`config.mk`:
```
export PLATFORM = sky130hd
export DESIGN_NAME = writeback_stage_flat
export DESIGN_NICKNAME = d
export VERILOG_FILES = /design/src/rtl/writeback_stage_if.sv /design/src/rtl/writeback_stage.sv /design/src/flat_wrapper.sv
export SDC_FILE = /design/constraint.sdc
export NUM_CORES = 1
export LEC_CHECK = 0
export ABC_AREA = 1
export BUFFER_PORTS_ARGS = -buffer_cell sky130_fd_sc_hd__clkbuf_2
export CAP_MARGIN = 20
export CORE_AREA = 2 2 130 132
export CTS_BUF_LIST = sky130_fd_sc_hd__clkbuf_4 sky130_fd_sc_hd__clkbuf_8
export DETAILED_ROUTE_END_ITERATION = 6
export DIE_AREA = 0 0 132 134
export GPL_TIMING_DRIVEN = 1
export PLACE_DENSITY_LB_ADDON = 0.08
export SYNTH_ARGS = -nofsm -noshare
export SYNTH_HDL_FRONTEND = slang
export SYNTH_SLANG_ARGS = --single-unit
```
`constraint.sdc`:
```
create_clock -name clock -period 1.7 [get_ports clock]
set_input_delay 0.085 -clock clock [delete_from_list [all_inputs] [get_ports clock]]
set_output_delay 0.085 -clock clock [all_outputs]
set_load 0.005 [all_outputs]
```
`src/rtl/writeback_stage_if.sv`:
```
// Bundle between the decode stage, the bus interface and the writeback stage.
// Handshake: an instruction moves on a rising edge where in_valid & in_ready are both high.
interface writeback_stage_if #(
  parameter int DATA_WIDTH      = 32,
  parameter int REG_INDEX_WIDTH = 4
);
  logic                       in_valid;
  logic                       in_ready;
  logic [31:0]                inbound_instruction;
  logic [DATA_WIDTH-1:0]      return_address;
  logic [DATA_WIDTH-1:0]      mem_data;
  logic                       mem_data_valid;
  logic                       alu_carry;
  logic                       alu_zero;
  logic                       alu_neg;
  logic                       alu_over;
  logic                       out_valid;
  logic [31:0]                outbound_instruction;
  logic [REG_INDEX_WIDTH-1:0] write_index;
  logic                       write;
  logic [DATA_WIDTH-1:0]      write_data;
  logic                       write_immediate;
  logic [15:0]                write_immediate_data;
  logic [1:0]                 write_immediate_type;
  logic                       alu_cycle;
  logic                       status_register_write;
  logic                       jump;
  logic                       load_fault;

  modport slave (
    input  in_valid, inbound_instruction, return_address, mem_data, mem_data_valid,
           alu_carry, alu_zero, alu_neg, alu_over,
    output in_ready, out_valid, outbound_instruction, write_index, write, write_data,
           write_immediate, write_immediate_data, write_immediate_type, alu_cycle,
           status_register_write, jump, load_fault
  );

  modport master (
    output in_valid, inbound_instruction, return_address, mem_data, mem_data_valid,
           alu_carry, alu_zero, alu_neg, alu_over,
    input  in_ready, out_valid, outbound_instruction, write_index, write, write_data,
           write_immediate, write_immediate_data, write_immediate_type, alu_cycle,
           status_register_write, jump, load_fault
  );
endinterface

```
`src/rtl/writeback_stage.sv`:
```
// Pipeline stage 2: commits ALU/immediate/link results, waits for load data
// with a timeout, and squashes the slots that follow a taken jump.
module writeback_stage #(
  parameter int DATA_WIDTH      = 32,
  parameter int REG_INDEX_WIDTH = 4,
  parameter int SQUASH_SLOTS    = 1,
  parameter int LOAD_TIMEOUT    = 15
) (
  input  logic                 clock,
  input  logic                 reset,
  writeback_stage_if.slave     bus,
  output logic [1:0]           o_dbg_state
);
  localparam logic [4:0] OPCODE_NOP    = 5'd0;
  localparam logic [4:0] OPCODE_ALU    = 5'd1;
  localparam logic [4:0] OPCODE_ALUM   = 5'd2;
  localparam logic [4:0] OPCODE_ALUMI  = 5'd3;
  localparam logic [4:0] OPCODE_LOADI  = 5'd4;
  localparam logic [4:0] OPCODE_LOAD   = 5'd5;
  localparam logic [4:0] OPCODE_LOADR  = 5'd6;
  localparam logic [4:0] OPCODE_BRANCH = 5'd7;
  localparam logic [4:0] OPCODE_JUMP   = 5'd8;
  localparam logic [1:0] CW_BYTE       = 2'd0;
  localparam logic [1:0] CW_WORD       = 2'd1;
  localparam logic [1:0] IT_UNSIGNED   = 2'd0;

  typedef enum logic [1:0] {S_IDLE = 2'd0, S_WAIT_MEM = 2'd1} state_t;

  state_t                     r_state;
  logic [2:0]                 r_squash;
  logic [7:0]                 r_timeout;
  logic [31:0]                r_load_instr;
  logic                       r_out_valid, r_write, r_write_imm, r_alu_cycle;
  logic                       r_status_write, r_jump, r_load_fault;
  logic [31:0]                r_outbound;
  logic [REG_INDEX_WIDTH-1:0] r_write_index;
  logic [DATA_WIDTH-1:0]      r_write_data;
  logic [15:0]                r_imm_data;
  logic [1:0]                 r_imm_type;

  logic                       w_cond_true;
  logic                       w_nv;
  logic [4:0]                 w_opcode;
  logic [REG_INDEX_WIDTH-1:0] w_index;
  logic [REG_INDEX_WIDTH-1:0] w_load_index;
  logic [DATA_WIDTH-1:0]      w_load_value;

  assign w_opcode     = bus.inbound_instruction[31:27];
  assign w_index      = bus.inbound_instruction[20 +: REG_INDEX_WIDTH];
  assign w_load_index = r_load_instr[20 +: REG_INDEX_WIDTH];
  assign w_nv         = bus.alu_neg ^ bus.alu_over;

  always_comb begin
    w_cond_true = 1'b0;
    case (bus.inbound_instruction[15:12])
      4'd0:    w_cond_true = 1'b1;
      4'd1:    w_cond_true = bus.alu_zero;
      4'd2:    w_cond_true = ~bus.alu_zero;
      4'd3:    w_cond_true = bus.alu_carry;
      4'd4:    w_cond_true = ~bus.alu_carry;
      4'd5:    w_cond_true = bus.alu_neg;
      4'd6:    w_cond_true = ~bus.alu_neg;
      4'd7:    w_cond_true = bus.alu_over;
      4'd8:    w_cond_true = ~bus.alu_over;
      4'd9:    w_cond_true = ~bus.alu_carry & ~bus.alu_zero;
      4'd10:   w_cond_true = bus.alu_carry | bus.alu_zero;
      4'd11:   w_cond_true = ~w_nv;
      4'd12:   w_cond_true = w_nv;
      4'd13:   w_cond_true = ~bus.alu_zero & ~w_nv;
      4'd14:   w_cond_true = bus.alu_zero | w_nv;
      default: w_cond_true = 1'b0;
    endcase
  end

  // Bit 24 of the latched load selects sign extension of the chosen width.
  always_comb begin
    w_load_value = '0;
    case (r_load_instr[26:25])
      CW_BYTE: w_load_value = r_load_instr[24] ? DATA_WIDTH'($signed(bus.mem_data[7:0]))
                                               : DATA_WIDTH'(bus.mem_data[7:0]);
      CW_WORD: w_load_value = r_load_instr[24] ? DATA_WIDTH'($signed(bus.mem_data[15:0]))
                                               : DATA_WIDTH'(bus.mem_data[15:0]);
      default: w_load_value = r_load_instr[24] ? DATA_WIDTH'($signed(bus.mem_data[31:0]))
                                               : DATA_WIDTH'(bus.mem_data[31:0]);
    endcase
  end

  always_ff @(posedge clock) begin
    if (reset) begin
      r_state        <= S_IDLE;
      r_squash       <= '0;
      r_timeout      <= '0;
      r_load_instr   <= '0;
      r_out_valid    <= 1'b0;
      r_write        <= 1'b0;
      r_write_imm    <= 1'b0;
      r_alu_cycle    <= 1'b0;
      r_status_write <= 1'b0;
      r_jump         <= 1'b0;
      r_load_fault   <= 1'b0;
      r_outbound     <= {OPCODE_NOP, 27'h0};
      r_write_index  <= '0;
      r_write_data   <= '0;
      r_imm_data     <= '0;
      r_imm_type     <= IT_UNSIGNED;
    end else begin
      r_out_valid    <= 1'b0;
      r_write        <= 1'b0;
      r_write_imm    <= 1'b0;
      r_alu_cycle    <= 1'b0;
      r_status_write <= 1'b0;
      r_jump         <= 1'b0;
      r_load_fault   <= 1'b0;
      case (r_state)
        S_IDLE: begin
          if (bus.in_valid) begin
            if (r_squash != 3'd0) begin
              r_squash   <= r_squash - 3'd1;
              r_outbound <= {OPCODE_NOP, 27'h0};
            end else begin
              case (w_opcode)
                OPCODE_LOADI: begin
                  r_outbound    <= bus.inbound_instruction;
                  r_out_valid   <= 1'b1;
                  r_write_imm   <= 1'b1;
                  r_write_index <= w_index;
                  r_imm_type    <= bus.inbound_instruction[26:25];
                  r_imm_data    <= bus.inbound_instruction[15:0];
                end
                OPCODE_ALU, OPCODE_ALUM, OPCODE_ALUMI: begin
                  r_outbound     <= bus.inbound_instruction;
                  r_out_valid    <= 1'b1;
                  r_alu_cycle    <= 1'b1;
                  r_status_write <= 1'b1;
                  r_write        <= 1'b1;
                  r_write_index  <= w_index;
                end
                OPCODE_BRANCH, OPCODE_JUMP: begin
                  r_outbound  <= bus.inbound_instruction;
                  r_out_valid <= 1'b1;
                  if (w_cond_true) begin
                    r_jump   <= 1'b1;
                    r_squash <= 3'(SQUASH_SLOTS);
                    if (bus.inbound_instruction[24]) begin
                      r_write       <= 1'b1;
                      r_write_data  <= bus.return_address;
                      r_write_index <= w_index;
                    end
                  end
                end
                OPCODE_LOAD, OPCODE_LOADR: begin
                  r_load_instr <= bus.inbound_instruction;
                  r_timeout    <= '0;
                  r_state      <= S_WAIT_MEM;
                end
                default: begin
                  r_outbound  <= bus.inbound_instruction;
                  r_out_valid <= 1'b1;
                end
              endcase
            end
          end
        end
        S_WAIT_MEM: begin
          if (bus.mem_data_valid) begin
            r_write       <= 1'b1;
            r_write_index <= w_load_index;
            r_write_data  <= w_load_value;
            r_out_valid   <= 1'b1;
            r_outbound    <= r_load_instr;
            r_state       <= S_IDLE;
          end else if (r_timeout == 8'(LOAD_TIMEOUT - 1)) begin
            r_load_fault <= 1'b1;
            r_out_valid  <= 1'b1;
            r_outbound   <= r_load_instr;
            r_state      <= S_IDLE;
          end else begin
            r_timeout <= r_timeout + 8'd1;
          end
        end
        default: r_state <= S_IDLE;
      endcase
    end
  end

  assign bus.in_ready              = (r_state == S_IDLE);
  assign bus.out_valid             = r_out_valid;
  assign bus.outbound_instruction  = r_outbound;
  assign bus.write_index           = r_write_index;
  assign bus.write                 = r_write;
  assign bus.write_data            = r_write_data;
  assign bus.write_immediate       = r_write_imm;
  assign bus.write_immediate_data  = r_imm_data;
  assign bus.write_immediate_type  = r_imm_type;
  assign bus.alu_cycle             = r_alu_cycle;
  assign bus.status_register_write = r_status_write;
  assign bus.jump                  = r_jump;
  assign bus.load_fault            = r_load_fault;
  assign o_dbg_state               = r_state;
endmodule

```
`src/flat_wrapper.sv`:
```
// flat-port wrapper written by rule: the top's interface ports become plain ports
module writeback_stage_flat 
#(
  parameter int DATA_WIDTH      = 32,
  parameter int REG_INDEX_WIDTH = 4,
  parameter int SQUASH_SLOTS    = 1,
  parameter int LOAD_TIMEOUT    = 15
)
  (clock, reset, o_dbg_state, bus_in_valid, bus_inbound_instruction, bus_return_address, bus_mem_data, bus_mem_data_valid, bus_alu_carry, bus_alu_zero, bus_alu_neg, bus_alu_over, bus_in_ready, bus_out_valid, bus_outbound_instruction, bus_write_index, bus_write, bus_write_data, bus_write_immediate, bus_write_immediate_data, bus_write_immediate_type, bus_alu_cycle, bus_status_register_write, bus_jump, bus_load_fault);
  writeback_stage_if #(.DATA_WIDTH(DATA_WIDTH), .REG_INDEX_WIDTH(REG_INDEX_WIDTH)) bus_i ();
  input  logic clock;
  input  logic reset;
  output logic [1:0] o_dbg_state;
  input wire logic [$bits(bus_i.in_valid)-1:0] bus_in_valid;
  input wire logic [$bits(bus_i.inbound_instruction)-1:0] bus_inbound_instruction;
  input wire logic [$bits(bus_i.return_address)-1:0] bus_return_address;
  input wire logic [$bits(bus_i.mem_data)-1:0] bus_mem_data;
  input wire logic [$bits(bus_i.mem_data_valid)-1:0] bus_mem_data_valid;
  input wire logic [$bits(bus_i.alu_carry)-1:0] bus_alu_carry;
  input wire logic [$bits(bus_i.alu_zero)-1:0] bus_alu_zero;
  input wire logic [$bits(bus_i.alu_neg)-1:0] bus_alu_neg;
  input wire logic [$bits(bus_i.alu_over)-1:0] bus_alu_over;
  output wire logic [$bits(bus_i.in_ready)-1:0] bus_in_ready;
  output wire logic [$bits(bus_i.out_valid)-1:0] bus_out_valid;
  output wire logic [$bits(bus_i.outbound_instruction)-1:0] bus_outbound_instruction;
  output wire logic [$bits(bus_i.write_index)-1:0] bus_write_index;
  output wire logic [$bits(bus_i.write)-1:0] bus_write;
  output wire logic [$bits(bus_i.write_data)-1:0] bus_write_data;
  output wire logic [$bits(bus_i.write_immediate)-1:0] bus_write_immediate;
  output wire logic [$bits(bus_i.write_immediate_data)-1:0] bus_write_immediate_data;
  output wire logic [$bits(bus_i.write_immediate_type)-1:0] bus_write_immediate_type;
  output wire logic [$bits(bus_i.alu_cycle)-1:0] bus_alu_cycle;
  output wire logic [$bits(bus_i.status_register_write)-1:0] bus_status_register_write;
  output wire logic [$bits(bus_i.jump)-1:0] bus_jump;
  output wire logic [$bits(bus_i.load_fault)-1:0] bus_load_fault;
  assign bus_i.in_valid = bus_in_valid;
  assign bus_i.inbound_instruction = bus_inbound_instruction;
  assign bus_i.return_address = bus_return_address;
  assign bus_i.mem_data = bus_mem_data;
  assign bus_i.mem_data_valid = bus_mem_data_valid;
  assign bus_i.alu_carry = bus_alu_carry;
  assign bus_i.alu_zero = bus_alu_zero;
  assign bus_i.alu_neg = bus_alu_neg;
  assign bus_i.alu_over = bus_alu_over;
  assign bus_in_ready = bus_i.in_ready;
  assign bus_out_valid = bus_i.out_valid;
  assign bus_outbound_instruction = bus_i.outbound_instruction;
  assign bus_write_index = bus_i.write_index;
  assign bus_write = bus_i.write;
  assign bus_write_data = bus_i.write_data;
  assign bus_write_immediate = bus_i.write_immediate;
  assign bus_write_immediate_data = bus_i.write_immediate_data;
  assign bus_write_immediate_type = bus_i.write_immediate_type;
  assign bus_alu_cycle = bus_i.alu_cycle;
  assign bus_status_register_write = bus_i.status_register_write;
  assign bus_jump = bus_i.jump;
  assign bus_load_fault = bus_i.load_fault;
  writeback_stage #(.DATA_WIDTH(DATA_WIDTH), .REG_INDEX_WIDTH(REG_INDEX_WIDTH), .SQUASH_SLOTS(SQUASH_SLOTS), .LOAD_TIMEOUT(LOAD_TIMEOUT)) u_core (.clock(clock), .reset(reset), .bus(bus_i), .o_dbg_state(o_dbg_state));
endmodule
```
==> results of run 1 <==
[area by class of cell]
class | instances | share of cell area (%)
Multi-Input combinational cell | 604 | 35.5
Sequential cell | 136 | 30.1
Clock inverter | 6 | 1.23
Tap cell | 220 | 3.04
Inverter | 78 | 3.37
Clock buffer | 26 | 3.67
Timing Repair Buffer | 304 | 23.1
[final timing paths]
kind                                             from                              endpoint  slack, ns  depth (start not counted)
setup / recovery      u_core.r_squash[1]$_SDFFE_PP0P_      u_core.r_timeout[5]$_SDFFE_PP0P_      -0.08                         14
setup reg to reg      u_core.r_squash[1]$_SDFFE_PP0P_      u_core.r_timeout[5]$_SDFFE_PP0P_      -0.08                         14
hold reg to reg   u_core.r_load_instr[0]$_SDFFE_PP0P_   u_core.r_load_instr[0]$_SDFFE_PP0P_       0.45                          2
hold / removal            bus_inbound_instruction[14]  u_core.r_load_instr[14]$_SDFFE_PP0P_       0.01                          3
[registers in the layout, indices dropped and copies added, names as in the netlist]
register / cells
u_core.bus.outbound_instruction: 32
u_core.bus.write_data: 32
u_core.r_load_instr: 32
u_core.bus.write_immediate_data: 16
u_core.r_timeout: 8
u_core.bus.write_index: 4
u_core.r_squash: 3
u_core.bus.write_immediate_type: 2
u_core.bus.jump: 1
u_core.bus.load_fault: 1
u_core.bus.out_valid: 1
u_core.bus.status_register_write: 1
u_core.bus.write: 1
u_core.bus.write_immediate: 1
u_core.o_dbg_state: 1
[repair_timing]
item / 4_1_cts / 5_1_grt
setup buffers: 1 / 7
hold buffers: 53 / 0
pin swaps: 1 / 5
gates resized for setup: 19 / 73
endpoints found under the setup margin: 78 / 126
hold endpoints to repair: 80 / 0
cloned: 0 / 8
[per-layer routing]
metal | vias up | global-route usage [%]
met2 | 177 | 35.1
met5 | - | 0
met1 | 2999 | 25.9
met4 | 0 | 7.73
met3 | 23 | 4.91
li1 | 3405 | -
[synth_stat cells, types with 9 or more instances]
cell type / n
a21oi_1: 84
a22oi_1: 28
buf_2: 12
clkbuf_1: 27
dfxtp_1: 136
inv_1: 71
nand2_1: 157
nand3_1: 37
nand3b_1: 17
nor2_1: 127
o211ai_1: 9
o21ai_0: 67
o22ai_1: 9
[critical path: stages (launching register included)]
cell     delay [ns]
dfxtp_2        0.34
nor2_4         0.13
ha_4           0.14
inv_2          0.04
nor2_4         0.08
inv_2          0.05
nor2_4         0.11
buf_4          0.15
nand2_4        0.09
nand2_4        0.12
nand2_1        0.07
nor2_2         0.16
nand3_1        0.09
nand2_1        0.07
nor2_1         0.03
[cell families (layout without fill, tap and decap cells)]
logic type,count (synthesis),in the layout
compound gates,218,218
xor+xnor,3,3
fa+ha+maj,4,4
buf+inv,136,414
flops,136,136
mux,8,8
other cells,1,1
simple gates,368,370
[power breakdown]
group | internal, mW | total [mW] | switching, mW
logic | 0.495 | 1.05 | 0.554
registers | 3.30 | 3.37 | 0.0631
clock network | 1.72 | 2.97 | 1.25
[through the flow]
stage          hold slack, ns  instance area [µm²]  power [mW]
6_report               0.0106                 9060        7.39
5_1_grt                0.0107                 9060        7.70
4_1_cts              0.000949                 8670        7.38
3_5_place_dp            0.343                 7640        4.30
3_3_place_gp            0.344                 7640        4.31
2_1_floorplan           0.175                 6380        3.92
==> metrics.md, run 1 <==
| Metric | Value |
|---|---|
| Status | `finished, violations left` |
| Failing checks | `setup timing` |
| Fillers | `roughly 1600` |
| DRC Markers | `0` |
| Setup Total Neg Slack | `-0.993 ns` |
| Main combinational cell family by area after synthesis | `simple AND/OR/NAND/NOR gates` |
| Max Freq | `between 500 and 600 MHz` |
| Synth Area in Compound Gates | `19.5%` |
| Syn_area_per_cell | `around 7.3 µm²` |
| Number of enable flip-flop cells after synthesis | `0` |
| Antenna cells | `0` |
| Cell variety after synth | `41` |
| Detail Placement HPWL | `12800 µm` |
| Vias per std cell | `4.81` |
| Post-Syn Area | `about 6400 µm²` |
| Routed Antenna Nets | `0` |
| Relative slew margins | `about two thirds` |
| Max cap viols | `0` |
| Most frequent cells in the layout | `198 x clkbuf_2, 147 x nand2_1, 133 x dfxtp_1, 124 x nor2_1, 81 x a21oi_1` |
| Routed wire per std cell | `14.4 µm` |
| Top_reg_cell synth | `dfxtp_1` |
| Die height | `about 130 µm` |
| TritonCTS buffer count | `17` |
| Share of cells above drive strength 1 | `a little under a third` |
| Final Cycle Share | `105%` |
| Clock Tree Root | `clkbuf_8` |
| RSZ-0062 raised after global routing | `true` |
| Leakage | `about 4.3 nW` |
| HP Class | `in -> reg` |
| Clock Path Buffers | `2` |
| Reg clk slew, reported paths | `approximately 0.08 ns` |
| Register bit total from synthesis | `~140` |
| CP Launch Type | `flip-flop` |
| Synth-to-layout area growth | `42.4%` |
| Final Core Density | `~56%` |
| # rows | `47` |
| CP max FO | `4` |
| Final WS setup | `-0.0789 ns` |
| Post-Synthesis Cells | `874` |
| Starting Density | `approximately two fifths` |
| CTS tree | `done` |
| Post-synthesis simple-gate area fraction | `between 20 and 30%` |
| GPL Wtd Cong | `between 0.8 and 0.9` |
| Worst skew pair latency | `0.45 ns` |
| Fin. Hold Viols | `0` |
| Metal3 WL | `1010 µm` |
| Vias in the first global route | `between 6000 and 7000` |
| Vias | `about 6600` |
| Synth warn | `0` |
| Synth Area in Adders | `less than 1%` |
| # port buffers | `198` |
| Global route overflow | `0` |
| Worst Skew | `~0.010 ns` |
| Most common cell after layout, fill and taps aside | `clkbuf_2` |
| Nets | `approximately 1200` |
| Met2 wire length | `9520 µm` |
| DR pass1 iterations | `7` |
| Placed cells | `1273` |
| Post-synthesis net count | `approximately 980` |
| Fraction of registers with async set/reset | `0%` |
| Final Slew Violations | `0` |
| IO Pins | `200` |
| Ranking of synthesized cells by area | `dfxtp_1 43%, nand2_1 9.3%, nor2_1 7.5%, a21oi_1 6.6%, o21ai_0 5.3%` |
| Post-synthesis sequential area ratio | `~43%` |
| Reg area | `approximately 2700 µm²` |
| Power density cells | `between 800 and 900 nW/µm²` |
| Met1 WL | `8900 µm` |
| Pre-CTS WS | `-0.104 ns` |
| CTS Sinks | `between 100 and 150` |
| Worst Tran Pin Value | `~0.51 ns` |
| Die footprint | `between 15000 and 20000 µm²` |
| Initial DRC count | `224` |
| Largest net degree at the start of global routing | `between 70 and 80` |
| Max IR drop VDD | `about 510 µV` |
| CP Capture Type | `flip-flop` |
| Initial antenna violation count | `0` |
| Worst setup path class | `reg -> reg` |
| # H-tree levels | `4` |
| Req. time, crit path | `2.05 ns` |
| First-pass GRT wire length | `approximately 30000 µm` |
| Synth top area share | `between 40% and 50%` |
| Mux cell area share after synthesis | `around 1.3%` |
| Chip width | `between 100 and 150 µm` |
| Area leader, netlist | `dfxtp_1` |
| Cell Count, Final, Fillers Out | `between 1000 and 1500` |
| All-layer global routing usage | `between 20% and 30%` |
| WL final | `~20000 µm` |
| Fin crit period | `1.78 ns` |
| XOR/XNOR share of the synthesized area | `less than 1%` |
| Area of the multi-input gates | `3220 µm²` |
| Top sig layer | `met4` |
| Critical path arrival | `2.12 ns` |
| Core area | `approximately 16000 µm²` |
| Setup-failing EPs final | `32` |
Power figures use the tool's default switching activity.
==> run 2: changes to the inputs <==
clock period = 1.5 ns   (was 1.7 ns; I/O delays follow)
==> run 2 against run 1 <==
The flow still finishes with violations (setup timing). Die area stayed put. Core utilization increased by 7.2 points. Wire length rose by 8.3%. Design area grew 13%. Non-clock buffer count rose by 48. Clock power grew 4%. Hold slack better by 0.022 ns. Combinational power grew 36%. Largest power group unchanged. Highest routed layer unchanged.
==> metrics.md, run 2 (synthesis gave the netlist of run 1 again) <==
| Metric | Value |
|---|---|
| Vias | `6917` |
| FF-to-FF path depth | `12` |
| Setup-failing EPs final | `130` |
| Fin crit period | `1.83 ns` |
| CP Capture Type | `flip-flop` |
| Power density cells | `about 820 nW/µm²` |
| Starting Density | `around two fifths` |
| Global route overflow | `0` |
| Antenna cells | `0` |
| Worst skew pair latency | `0.46 ns` |
| Status | `finished, violations left` |
| Failing checks | `setup timing` |
| Reg clk slew, reported paths | `around 0.08 ns` |
| Cell count of the worst hold path | `5` |
| Core area | `~16000 µm²` |
| Initial antenna violation count | `0` |
| Relative slew margins | `a little over half` |
| Initial DRC count | `298` |
| Most frequent cells in the layout | `198 x clkbuf_2, 140 x nand2_1, 132 x dfxtp_1, 119 x nor2_1, 63 x inv_1` |
| RSZ-0062 raised after global routing | `true` |
| Max Freq | `~550 MHz` |
| Worst Path Buf+Inv | `5` |
| Vias in the first global route | `about 6300` |
| CP most frequent cell | `nor2_4` |
| Worst Skew | `approximately 0.013 ns` |
| Clock Tree Root | `clkbuf_8` |
| CTS tree | `done` |
| Max IR drop VDD | `between 400 and 500 µV` |
| TritonCTS buffer count | `17` |
| All-layer global routing usage | `22.3%` |
| Worst r2r dst | `u_core.r_load_instr[4]$_SDFFE_PP0P_` |
| # port buffers | `198` |
| # rows | `47` |
| CP Launch Type | `flip-flop` |
| HP Class | `in -> reg` |
| Leakage | `about 4.8 nW` |
| Clock Path Buffers | `2` |
| Setup Total Neg Slack | `-26.26 ns` |
| Detail Placement HPWL | `12800 µm` |
| Final WS setup | `-0.335 ns` |
| Largest net degree at the start of global routing | `40` |
| Vias per std cell | `a little under 5` |
| Die height | `134 µm` |
| Synth-to-layout area growth | `60.7%` |
| Final Cycle Share | `122%` |
| DR pass1 iterations | `5` |
| Worst Tran Pin Value | `roughly 0.68 ns` |
| Share of cells above drive strength 1 | `about two fifths` |
| Nets | `1298` |
| Final Core Density | `around 63%` |
| Pre-CTS WS | `-0.248 ns` |
| Fin Hold WS | `~0.032 ns` |
| Most common cell after layout, fill and taps aside | `clkbuf_2` |
| IO Pins | `200` |
| Largest stage delay on the critical path | `between 0.3 and 0.4 ns` |
| # H-tree levels | `4` |
| Critical path arrival | `2.18 ns` |
| Max stage delay cell, worst path | `dfxtp_2` |
| Family with the most delay on the worst path | `buffers and inverters` |
| Chip width | `around 130 µm` |
| Critical hold path startpoint | `bus_mem_data[31]` |
| Req. time, crit path | `between 1.5 and 2 ns` |
| Routed wire per std cell | `between 15 and 20 µm` |
| Reg-to-reg startpoint | `u_core.r_squash[0]$_SDFFE_PP0P_` |
| Final Slew Violations | `0` |
| Worst setup path class | `reg -> reg` |
| CTS Sinks | `between 100 and 150` |
| Worst Hold Path EP | `u_core.bus.write_data[31]$_SDFFE_PP0P_` |
| WL final | `approximately 21000 µm` |
| CP cell instances | `nor2_4 -> ha_4 -> inv_2 -> nor2_4 -> inv_2 -> nor2_4 -> buf_6 -> nand2_8 -> buf_12 -> clkbuf_16 -> o21ai_2 -> a21oi_2` |
| First-pass GRT wire length | `~32000 µm` |
| Total power | `8.34 mW` |
| Routed Antenna Nets | `0` |
| DRC Markers | `0` |
| CP max FO | `6` |
| Fin. Hold Viols | `0` |
| Internal reg-to-reg setup slack | `-0.33 ns` |
| Max cap viols | `0` |
| GPL Wtd Cong | `0.833` |
| Die footprint | `17700 µm²` |
[run 2: cell count changes in the layout (fill, tap and decap cells not counted), moves of 6 or more]
cell / previous run / this run
dlygate4sd3_1: 53 / 61
a21oi_1: 81 / 46
buf_16: 0 / 6
nand2_4: 5 / 11
a21oi_2: 3 / 38
nand2_1: 147 / 140
buf_12: 5 / 14
o21ai_2: 11 / 44
o21ai_0: 38 / 6
buf_4: 37 / 51
inv_6: 0 / 8
o21ai_1: 26 / 20
buf_6: 5 / 13
[run 2: layout make-up]
type | count | area (µm²)
fill | 1465 | 6060
clock inverter | 15 | 164
inverter | 78 | 334
multi-input combinational | 605 | 3700
clock buffer | 17 | 234
timing repair buffer | 352 | 2790
tap | 220 | 275
sequential | 136 | 2730
[run 2: worst min-delay path: stages]
cell and delay [ns]:
clkbuf_2 0.07, nand3_1 0.07, o211ai_1 0.10, a21oi_2 0.04
nor2_1 0.08
[run 2: layer usage]
| layer | GRT usage [%] | part of all wire [%] |
|---|---|---|
| met5 | 0 | 0 |
| met4 | 7.91 | 1.6 |
| met3 | 5.10 | 5.1 |
| met2 | 36.8 | 48 |
| met1 | 28.8 | 45 |
[run 2: metrics by stage]
| stage | instances | area, µm² |
|---|---|---|
| floorplan | 874 | 6440 |
| global placement | 1296 | 7920 |
| detailed placement | 1296 | 7920 |
| CTS | 1405 | 9520 |
| global route | 1423 | 10200 |
| finish | 1423 | 10200 |
[run 2: power breakdown]
group	switching, mW	internal (mW)	total, mW	leakage, nW
Clock	1.58	1.51	3.09	0.199
Combinational	0.730	0.695	1.43	3.45
Sequential	0.0814	3.74	3.82	1.11
[run 2: repair_timing]
action,4_1_cts,5_1_grt
setup buffers,10,10
hold buffers,61,0
endpoints found under the setup margin,128,132
cloned,6,12
resized for setup,156,107
hold endpoints to repair,89,0
pin swaps,30,30
[run 2: how the worst max path moves through the flow]
| stage | from | end | slack (ns) | cells after the start |
|---|---|---|---|---|
| finish | u_core.r_squash[0]$_SDFFE_PP0P_ | u_core.r_load_instr[4]$_SDFFE_PP0P_ | -0.33 | 12 |
| global route | u_core.r_squash[0]$_SDFFE_PP0P_ | u_core.bus.write_data[9]$_SDFFE_PP0P_ | -0.44 | 14 |
| CTS | u_core.r_squash[1]$_SDFFE_PP0P_ | u_core.bus.write_data[18]$_SDFFE_PP0P_ | -0.23 | 13 |
| detailed placement | u_core.r_squash[1]$_SDFFE_PP0P_ | u_core.bus.write_data[6]$_SDFFE_PP0P_ | -0.25 | 13 |
| global placement | u_core.r_squash[1]$_SDFFE_PP0P_ | u_core.bus.write_data[2]$_SDFFE_PP0P_ | -0.21 | 13 |
| floorplan | u_core.r_squash[1]$_SDFFE_PP0P_ | u_core.bus.write_data[0]$_SDFFE_PP0P_ | -0.16 | 14 |
